## config.mk

```make
export PLATFORM = sky130hd
export DESIGN_NAME = dac_wave_gen
export DESIGN_NICKNAME = d
export VERILOG_FILES = /design/src/rtl/dac_wave_gen.sv
export SDC_FILE = /design/constraint.sdc
export NUM_CORES = 1
export LEC_CHECK = 0
export CORE_MARGIN = 2
export CORE_UTILIZATION = 30
export CTS_BUF_LIST = sky130_fd_sc_hd__clkbuf_8 sky130_fd_sc_hd__clkbuf_16
export CTS_CLUSTER_DIAMETER = 150
export DETAILED_ROUTE_END_ITERATION = 10
export GPL_TIMING_DRIVEN = 0
export PLACE_DENSITY = 0.58
export SLEW_MARGIN = 5
export SYNTH_ARGS = -nofsm -noshare
export SYNTH_HDL_FRONTEND = slang
export SYNTH_SLANG_ARGS = --single-unit
```

## constraint.sdc

```tcl
create_clock -name clk -period 6.1 [get_ports clk]
set_input_delay 0.915 -clock clk [delete_from_list [all_inputs] [get_ports clk]]
set_output_delay 0.915 -clock clk [all_outputs]
set_load 0.03 [all_outputs]
```

## src/rtl/dac_wave_gen.sv

```systemverilog
// Waveform sample source for a parallel DAC: hold/ramp/triangle/square codes at a programmable
// rate, offered on a valid/ready handshake with overrun flagging on consumer stalls.
module dac_wave_gen #(
  parameter int unsigned DATA_W = 16,
  parameter int unsigned DIV_W  = 16
) (
  input  logic              clk,
  input  logic              reset_n,
  input  logic              enable,
  input  logic [1:0]        mode,
  input  logic [DIV_W-1:0]  rate_div,
  input  logic [DATA_W-1:0] step,
  input  logic [DATA_W-1:0] lo_code,
  input  logic [DATA_W-1:0] hi_code,
  output logic [DATA_W-1:0] sample_data,
  output logic              sample_valid,
  input  logic              sample_ready,
  output logic              overrun,
  output logic              busy
);

  typedef enum logic [1:0] {StIdle, StRun, StDrain} state_e;

  localparam logic [1:0] ModeHold   = 2'd0;
  localparam logic [1:0] ModeRamp   = 2'd1;
  localparam logic [1:0] ModeTri    = 2'd2;
  localparam logic [1:0] ModeSquare = 2'd3;

  state_e            state_q, state_d;
  logic [DIV_W-1:0]  cnt_q, cnt_d;
  logic [DATA_W-1:0] phase_q, phase_d;
  logic [DATA_W-1:0] data_q, data_d;
  logic              dir_q, dir_d;    // 0 = up; for SQUARE, 0 = last output was lo_code
  logic              valid_q, valid_d;
  logic              overrun_q, overrun_d;

  logic [DATA_W-1:0] p_clamp, gen_code;
  logic              gen_dir;
  logic [DATA_W:0]   sum_up, lo_step;
  logic              pending, accept, tick, start;

  // Next code from the clamped phase, using one extra bit so sums never wrap.
  always_comb begin
    gen_code = lo_code;
    gen_dir  = dir_q;
    if (phase_q < lo_code)      p_clamp = lo_code;
    else if (phase_q > hi_code) p_clamp = hi_code;
    else                        p_clamp = phase_q;
    sum_up  = {1'b0, p_clamp} + {1'b0, step};
    lo_step = {1'b0, lo_code} + {1'b0, step};
    if (lo_code < hi_code) begin
      unique case (mode)
        ModeHold: gen_code = lo_code;
        ModeRamp: gen_code = (sum_up > {1'b0, hi_code}) ? lo_code : sum_up[DATA_W-1:0];
        ModeTri: begin
          if (!dir_q) begin
            if (sum_up >= {1'b0, hi_code}) begin
              gen_code = hi_code;
              gen_dir  = 1'b1;
            end else begin
              gen_code = sum_up[DATA_W-1:0];
            end
          end else if ({1'b0, p_clamp} < lo_step) begin
            gen_code = lo_code;
            gen_dir  = 1'b0;
          end else begin
            gen_code = p_clamp - step;
          end
        end
        ModeSquare: begin
          gen_code = dir_q ? lo_code : hi_code;
          gen_dir  = ~dir_q;
        end
      endcase
    end
  end

  always_comb begin
    state_d   = state_q;
    cnt_d     = cnt_q;
    phase_d   = phase_q;
    dir_d     = dir_q;
    data_d    = data_q;
    valid_d   = valid_q;
    overrun_d = 1'b0;
    tick      = 1'b0;
    start     = 1'b0;
    pending   = valid_q && !sample_ready;
    accept    = valid_q && sample_ready;

    if (accept) valid_d = 1'b0;

    unique case (state_q)
      StIdle: begin
        if (enable) begin
          state_d = StRun;
          start   = 1'b1;
        end
      end
      StRun: begin
        if (!enable) begin
          state_d = pending ? StDrain : StIdle;
        end else begin
          tick  = (cnt_q >= rate_div);
          cnt_d = tick ? '0 : cnt_q + DIV_W'(1);
        end
      end
      StDrain: begin
        if (!pending) state_d = StIdle;
      end
      default: state_d = StIdle;
    endcase

    if (start) begin
      cnt_d   = '0;
      phase_d = lo_code;
      dir_d   = 1'b0;
      data_d  = lo_code;
      valid_d = 1'b1;
    end else if (tick) begin
      if (pending) begin
        // Stalled consumer: keep the offered sample and skip this period entirely.
        overrun_d = 1'b1;
      end else begin
        phase_d = gen_code;
        dir_d   = gen_dir;
        data_d  = gen_code;
        valid_d = 1'b1;
      end
    end
  end

  always_ff @(posedge clk or negedge reset_n) begin
    if (!reset_n) begin
      state_q   <= StIdle;
      cnt_q     <= '0;
      phase_q   <= '0;
      dir_q     <= 1'b0;
      data_q    <= '0;
      valid_q   <= 1'b0;
      overrun_q <= 1'b0;
    end else begin
      state_q   <= state_d;
      cnt_q     <= cnt_d;
      phase_q   <= phase_d;
      dir_q     <= dir_d;
      data_q    <= data_d;
      valid_q   <= valid_d;
      overrun_q <= overrun_d;
    end
  end

  assign sample_data  = data_q;
  assign sample_valid = valid_q;
  assign overrun      = overrun_q;
  assign busy         = (state_q == StRun) || valid_q;

endmodule

```

Word-level counts from Yosys, hierarchy flattened
Index checks and enable logic that the tools add are counted.
{ "totals": {"reg_bits": 37, "latch_bits": 0, "ramBits": 0, "mem_bits_ro": 0, "input_bits": 70, "word_cells": 82, "mem_count": 0} }
{ "op_classes": {"addsub": 4, "n_mul": 0, "div": 0, "n_lt_le_gt_ge": 7, "n_eq_ne": 9, "n_shift": 0, "muxes": 40, "bitwise_logic": 1, "n_reduce_logical": 15} }
{ "op_table": {"columns": ["op", "count"], "rows": [
  ["2-to-1 mux 16 bit", 15],
  ["one-hot mux 16 bit (4 select lines)", 1],
  ["adder 16 x 16 -> 17 bit", 2],
  ["< comparator 16 bit", 2],
  ["2-to-1 mux 1 bit", 18],
  ["greater-or-equal comparator 17 x 16 -> 1 bit", 1],
  ["greater-than comparator 17 x 16 -> 1 bit", 1],
  ["< comparator 16 x 17 -> 1 bit", 1],
  ["adder 16 x 1 -> 16 bit (second input constant)", 1],
  ["greater-or-equal comparator 16 bit", 1],
  ["greater-than comparator 16 bit", 1],
  ["subtractor 16 bit", 1],
  ["2-to-1 mux 2 bit", 4],
  ["nonzero test 2 bit", 4],
  ["equality test 2 bit (second input constant)", 3],
  ["inequality test 2 bit (second input constant)", 3],
  ["one-hot mux 2 bit (3 select lines)", 1],
  ["equality test 2 x 1 -> 1 bit (second input constant)", 2],
  ["logical NOT 2 bit", 2],
  ["AND reduction 2 bit", 2],
  ["AND reduction 4 bit", 1],
  ["AND reduction 3 bit", 1],
  ["nonzero test 3 bit", 1],
  ["logical AND 1 bit", 2],
  ["5 further kinds", 5]
]} }

Depth between registers and ports, before layout
Gate-level depths: netlist (run 1).
{ "logic_depth": {"word_depth": 12, "mapped_depth": 30, "ltp_nobuf": 28} }

Least setup slack after synthesis (run 1)
Ideal clock, no wire load.
{ "synth_timing": {"kind": "input -> register", "startpoint": "in hi_code[11]", "endpoint": "reg data_q[13] (netlist: sample_data[13])", "setup_ps": 132, "arrival_ps": 6605, "slack_ps": -637, "stages": 28, "n_path_buf": 2, "path_cell_list": "inv_1 ha_1 nand4_1 or2_4 o21ai_0 nor3_1 nor2_2 buf_2 mux2i_1 a21oi_1 ha_1 buf_6 or4_4 a21oi_2 o31ai_1 a21oi_1 xnor2_1 inv_1 ha_1 nand4_1 or2_1 a311oi_1 o31ai_2 or3b_4 nor2_8 mux2_1 a221oi_2 o22ai_1"} }
{ "synth_via": {"elab_chain_cells": 12, "word_cells_on_any_way": 18, "cone_classes": "add/sub: 2; order compare: 5; mux: 11"} }
{ "synth_rtl": {"columns": ["item", "line", "source"], "rows": [
  ["from (decl)", "14", "input logic [DATA_W-1:0] hi_code,"],
  ["greater-than comparator 16 bit", "47", "else if (phase_q > hi_code) p_clamp = hi_code;"],
  ["2-to-1 mux 16 bit", "47", null],
  ["2-to-1 mux 16 bit", "46", "if (phase_q < lo_code) p_clamp = lo_code;"],
  ["adder 16 x 16 -> 17 bit", "49", "sum_up = {1'b0, p_clamp} + {1'b0, step};"],
  ["greater-or-equal comparator 17 x 16 -> 1 bit", "57", "if (sum_up >= {1'b0, hi_code}) begin"],
  ["2-to-1 mux 16 bit", "57", null],
  ["2-to-1 mux 16 bit", "56", "if (!dir_q) begin"],
  ["one-hot mux 16 bit (4 select lines)", "52", "unique case (mode)"],
  ["2-to-1 mux 16 bit *", "51", "if (lo_code < hi_code) begin"],
  ["2-to-1 mux 16 bit *", "121", "if (pending) begin"],
  ["2-to-1 mux 16 bit *", "120", "end else if (tick) begin"],
  ["2-to-1 mux 16 bit *", "114", "if (start) begin"],
  ["to (signal assigned)", "147", "data_q <= data_d;"],
  ["to (decl)", "32", "logic [DATA_W-1:0] data_q, data_d;"]
]} }
Every way passes the cells marked *; elsewhere a longest branch is shown, timed or not. The select of a mux whose other input is x is not followed.
A chain may end at the register's enable or synchronous reset.

Worst setup path after layout (run 1)
{ "layout_timing": {"startpoint": "in hi_code[15]", "endpoint": "reg data_q[15] (netlist: sample_data[15])"} }
Same word-level chain as after synthesis.

==> results of run 1 <==
## registers in the layout (all words and copies together) (netlist names)
| register | cells |
|---|---|
| cnt_q | 16 |
| dir_q | 1 |
| overrun | 1 |
| sample_data | 16 |
| sample_valid | 1 |
| state_q | 2 |
## cell families after synthesis
logic type / synth area share
AO/OA/AOI/OAI: 0.2852
multiplexers: 0.05984
buffers and inverters: 0.07764
AND/OR/NAND/NOR: 0.1948
flip-flops: 0.1165
XOR/XNOR: 0.03638
adder cells (fa/ha/maj): 0.2296
## routing by layer
layer / track usage / share of wire
met4: 0.09520 / 0.035
met2: 0.3692 / 0.48
met3: 0.02685 / 0.073
met1: 0.2715 / 0.42
met5: 0 / 0
## layout make-up
class	count	area share
sequential	37	0.08730
timing repair buffer	148	0.1254
inverter	99	0.03610
clock buffer	6	0.01309
clock inverter	2	0.003185
multi-input combinational	845	0.6666
buffer	42	0.02878
tap	335	0.03952
## power breakdown
part	leakage, nW	switching [mW]	total (mW)	internal, mW
logic	4.13	2.23	4.09	1.86
clock network	0.0883	0.113	0.316	0.203
registers	0.465	0.0977	0.381	0.283
## worst paths after layout
| check | endpoint | slack (ns) | cells past startpoint | from |
|---|---|---|---|---|
| max | sample_data[15] | -0.93 | 31 | hi_code[15] |
| min reg2reg | cnt_q[7] | 0.53 | 1 | cnt_q[7] |
| max reg2reg | sample_data[15] | -0.66 | 29 | sample_data[14] |
| min in group clk | cnt_q[7] | 0.53 | 1 | cnt_q[7] |
| min | sample_data[15] | 0.53 | 1 | reset_n |
| max in group asynchronous | cnt_q[7] | 5.09 | 2 | reset_n |
## repair_timing
| action | CTS | global route |
|---|---|---|
| gates cloned | 1 | 1 |
| hold buffers | 0 | 0 |
| gates resized for setup | 219 | 35 |
| buffers inserted | 52 | 7 |
| pin swaps | 61 | 37 |
| endpoints found under the setup margin | 17 | 17 |
## placed cells by master (no fill, tap or decap), types with 32 or more instances in the layout
cell             instances
nand3_1                 32
mux2i_1                 37
o21ai_0                 65
a21oi_1                 64
ha_1                   129
buf_4                   59
clkdlybuf4s50_1         53
dfrtp_1                 37
inv_1                   84
nor2_1                  74
nand2_1                 48
## Yosys cell counts (all sizes together), types with 19 or more instances
cell / n
ha: 141
inv: 98
a21oi: 97
nor2: 79
o21ai: 72
nand2: 50
mux2i: 43
dfrtp: 37
nand3: 33
clkbuf: 28
nand4: 21
nor2b: 20
nor3: 19
## stage by stage
stage	TNS, ns	area [µm²]
4_1_cts	-9.321	10410
2_1_floorplan	-2.724	8044
6_report	-14.30	10610
3_3_place_gp	-43.70	9324
3_5_place_dp	-44.96	9339
5_1_grt	-16.42	10610
==> metrics, run 1 <==
Total Nets Final 1392; fin. max-slew vios 0; fin crit period 7.028 ns; ANT cells 0; Die X-Extent 166.7 µm; Async SR Flop Fraction 1.000; Sequential cell area 925.9 µm²; filler instances 2650; PD cells 451.5 nW/µm²; Post-Place Setup Slack -2.767 ns; gr usage total 0.2156; vias in the first global route 8554; Clk pin slew, worst setup/hold paths 0.06 ns; leakage power total 4.684 nW; delay-heaviest family, CP simple AND/OR/NAND/NOR gates; final hold violations 0; Worst path max stage delay 0.55 ns; vias per cell 5.707; Cell variety after synth 93; multi-input logic area 7071 µm²; layout cell share with drive strength beyond 1 0.2349; CP max FO 6; first-pass GRT wire length 47.33 mm; EDFF count, synth 0; CP Buf/Inv Count 7; FP Rows 59; top cells by area, synth ha_1 (22%), dfrtp_1 (12%), a21oi_1 (5.9%); Placed Cells 1447; crit path DAT 7.18 ns; GP Congestion 1.005; Routed Antenna Nets 0; Clock Path Buffers 2; H-Tree Level Count 2; register area share after synthesis 0.1165; final wirelength 31.45 mm; largest net degree at the start of global routing 28; DR vias 8641; WL per Instance 20.78 µm; critical path endpoint category flop; number of setup violations in the final report 17; Ports 89; clk root buf clkbuf_16; area of the mapped netlist 7945 µm²; actual slew at the worst max-slew pin 1.036 ns; crit share post-route 1.152; path type of the worst setup path input pin to flop; Critical Path RT 6.25 ns; final setup margin -0.9281 ns; slowest library cell on the worst path or4_4; Max transition margin 0.3094; die area 27800 µm²; CTS buffer count 5; Mapped Cells 1025; clock skew 0.007671 ns; Syn-to-layout area delta 33.50%; YS warnings 0; Clk Latency, worst-skew pair 0.29 ns; drt pass-1 iters 5; Most used DFF post-synth dfrtp_1; failing checks negative setup slack; number of max-cap violations 0; top-area cell type share of the netlist area 0.2220; Worst Hold Slack 0.5266 ns; Avg Cell Area, Syn 7.751 µm²; HP Class input pin to async pin; GRT Residual Overflow 0; initial antenna violation count 0; total power 4.789 mW; Initial Util 0.3049; Die H 166.7 µm; core area 26060 µm²; status complete, but fails checks; CTS tree built; Synth Net Count 1239; f_max 142.3 MHz; cell accounting for the most synthesized area ha_1; PortBufs 86; unrepaired setup endpoints after global routing true; DP HPWL 24.03 mm; drc violations 0; synthesized flop and latch total 37; CP Launch Type input pin; final std cells w/o fill 1514; CTS Sinks 37; Initial DRC Count 633; Final Util 0.4070; Worst VDD drop 0.2298 mV
No activity file was read; power rests on OpenSTA's default activity.
==> run 2, diff against run 1 <==
--- a/config.mk
+++ b/config.mk
@@ -5,6 +5,7 @@
 export SDC_FILE = /design/constraint.sdc
 export NUM_CORES = 1
 export LEC_CHECK = 0
+export ABC_AREA = 1
 export CORE_MARGIN = 2
 export CORE_UTILIZATION = 30
 export CTS_BUF_LIST = sky130_fd_sc_hd__clkbuf_8 sky130_fd_sc_hd__clkbuf_16
==> run 2 against run 1 <==
  * The run ends with design-rule violations left
  * Global-route usage shrank 1.4 points
  * Via count grew 2.4%
  * Critical path type unchanged
  * Hold slack lost 0.068 ns
  * Register-to-register slack gained 1.3 ns
  * Non-clock buffer count shrank 55
  * Synthesized cell count grew 25%
  * Setup slack gained 1.1 ns
  * Combinational power shrank 29%
  * Clock power shrank 18%
  * Die area grew 0.97%
  * Clock-buffer cell count shrank 1
==> metrics, run 2 <==
M2 GR Usage 0.3264; number of setup violations in the final report 0; final std cells w/o fill 1724; Die H 167.5 µm; layout cell share with drive strength beyond 1 0.1238; total power 3.526 mW; CTS tree built; leakage power total 5.127 nW; gr usage total 0.2017; failing checks design-rule violations; Mapped Cells 1283; Avg Cell Area, Syn 6.254 µm²; Final Util 0.3810; crit path DAT 6.08 ns; GRT met1 Usage 0.2910; DP HPWL 23.94 mm; Synth Area in Compound Gates 0.1842; placed inst area 9339 µm²; die area 28070 µm²; cell accounting for the most synthesized area ha_1; commonest non-fill, non-tap cell in the layout nand2_1; GRT Residual Overflow 0; vias per cell 5.135; Worst path max stage delay 0.36 ns; largest net degree at the start of global routing 34; WL per Instance 16.61 µm; clock skew 0.01191 ns; multi-input logic area 6619 µm²; clk root buf clkbuf_16; Most used DFF post-synth dfrtp_1; Ports 89; CTS buffer count 5; mux cell area share after synthesis 0; Worst R2R Path Depth 31; Clk pin slew, worst setup/hold paths 0.06 ns; most used routing layer met2; drc violations 5; Cell variety after synth 48; vias in the first global route 8324; HP Class input pin to async pin; critical path endpoint category flop; most frequent cells in the layout nand2_1 (316), inv_1 (155), ha_1 (132); Initial Util 0.3070; R2R setup slack 0.59 ns; Synth top cells by count nand2_1 (324), inv_1 (175), ha_1 (141), a21oi_1 (133), nand3_1 (108); f_max 169.5 MHz; Routed Antenna Nets 0; first-pass GRT wire length 45.52 mm; XOR/XNOR Fraction of Synth Area 0.05021; Worst VDD drop 0.1357 mV; final wirelength 28.64 mm; drt pass-1 iters 11; Async SR Flop Fraction 1.000; status complete, but fails checks; filler instances 2849; most numerous cell in the Yosys netlist nand2_1; Critical Path RT 6.28 ns; top-area cell type share of the netlist area 0.2199; Design Area, Final 9956 µm²; DR vias 8852; path type of the worst setup path input pin to flop; number of max-cap violations 0; Initial DRC Count 699; crit share post-route 0.9673; Sequential cell area 925.9 µm²; PortBufs 88; Syn-to-layout area delta 24.08%; Clock Path Buffers 2; Max transition margin 0.5605; top cells by area, synth ha_1 (22%), nand2_1 (15%), dfrtp_1 (12%); Total Nets Final 1602; met3 usage 0.02505; post-synthesis adder-cell area fraction 0.2274; slowest library cell on the worst path nor4_2; final hold violations 0; main combinational cell family by area after synthesis simple AND/OR/NAND/NOR gates; H-Tree Level Count 2; Critical R2R Capture sample_data[12]; Clk Latency, worst-skew pair 0.29 ns; area of the mapped netlist 8024 µm²; Die X-Extent 167.5 µm; fin crit period 5.901 ns; Synth Net Count 1497; Placed Cells 1707; EDFF count, synth 0; FP Rows 59; ANT cells 0; CTS Sinks 37; initial antenna violation count 1; actual slew at the worst max-slew pin 0.6592 ns; cell mode on critical path nand2_1; synthesized flop and latch total 37; register area share after synthesis 0.1154; Reg-to-Reg Start sample_data[10]; YS warnings 0; fin. max-slew vios 0; PD cells 354.2 nW/µm²; CP Launch Type input pin; core area 26130 µm²; CP max FO 10; GP Congestion 0.9083; simple-gate share of the synthesized area 0.3133
-- run 2: cell types whose count changed in the layout (fill, tap and decap cells not counted), sizes merged, moves of 15 or more --
cell and change:
buf -59, a21oi +39, xor2 +26, inv +86
and3 -15, nand3 +79, mux2i -43, nor2b -20
a211oi -17, nand2b -18, nand2 +280, a21o -15
-- run 2: metal layers --
metal  vias up  share of wire
li1       4499              -
met3        37          0.059
met2       293           0.45
met4         0          0.018
met5         -              0
met1      4023           0.47
-- run 2: worst max-delay path by stage --
stage / from / endpoint / slack [ns] / cells past startpoint
after floorplan: hi_code[11] / sample_data[10] / 0.73 / 32
after global placement: lo_code[9] / sample_data[14] / -1.84 / 35
after detailed placement: lo_code[9] / sample_data[14] / -1.86 / 34
after CTS: lo_code[9] / sample_data[14] / 0.004 / 36
after global routing: lo_code[10] / sample_data[14] / -0.03 / 37
final: lo_code[8] / sample_data[12] / 0.20 / 33
-- run 2: cell families (layout without fill, tap and decap cells) --
kind of cell,after synthesis,in the layout
flops,37,37
xor+xnor,46,46
fa+ha+maj,144,144
compound gates,257,257
buf+inv,221,327
simple gates,578,578
-- run 2: power by group --
part | switching, mW | internal [mW]
logic | 1.81 | 1.10
registers | 0.0771 | 0.281
clock network | 0.106 | 0.152
-- run 2: area by class of cell --
type                    instances  share of cell area
flip-flops and latches         37             0.09300
plain buffers                  35             0.02338
multi-input cells            1025              0.6648
clock buffers                   5             0.01257
repair buffers                100             0.09225
clock inverters                 3            0.002262
inverters                     184             0.06962
well taps                     335             0.04210
-- run 2: metrics by stage --
stage	worst slack, ns	hold WS (ns)	TNS, ns
global placement	-1.843	0.5379	-29.89
floorplan	0.7288	0.5031	0
finish	0.1993	0.4590	0
detailed placement	-1.862	0.5365	-30.54
global route	-0.03304	0.4596	-0.1337
CTS	0.003536	0.4614	0
-- run 2: worst max-delay path, delay by kind of cell --
family,cells,cell delay (ns)
buffers and inverters,8,1.23
adders and majority gates,3,0.96
and+or+nand+nor,16,2.17
AOI/OAI and AO/OA,6,0.77
-- run 2: timing repair --
| item | CTS | global route |
|---|---|---|
| buffers inserted | 5 | 6 |
| setup endpoints to repair | 17 | 17 |
| hold buffers | 0 | 0 |
| pin swaps | 10 | 14 |
| hold endpoints to repair | 0 | 0 |
| gates resized for setup | 108 | 110 |
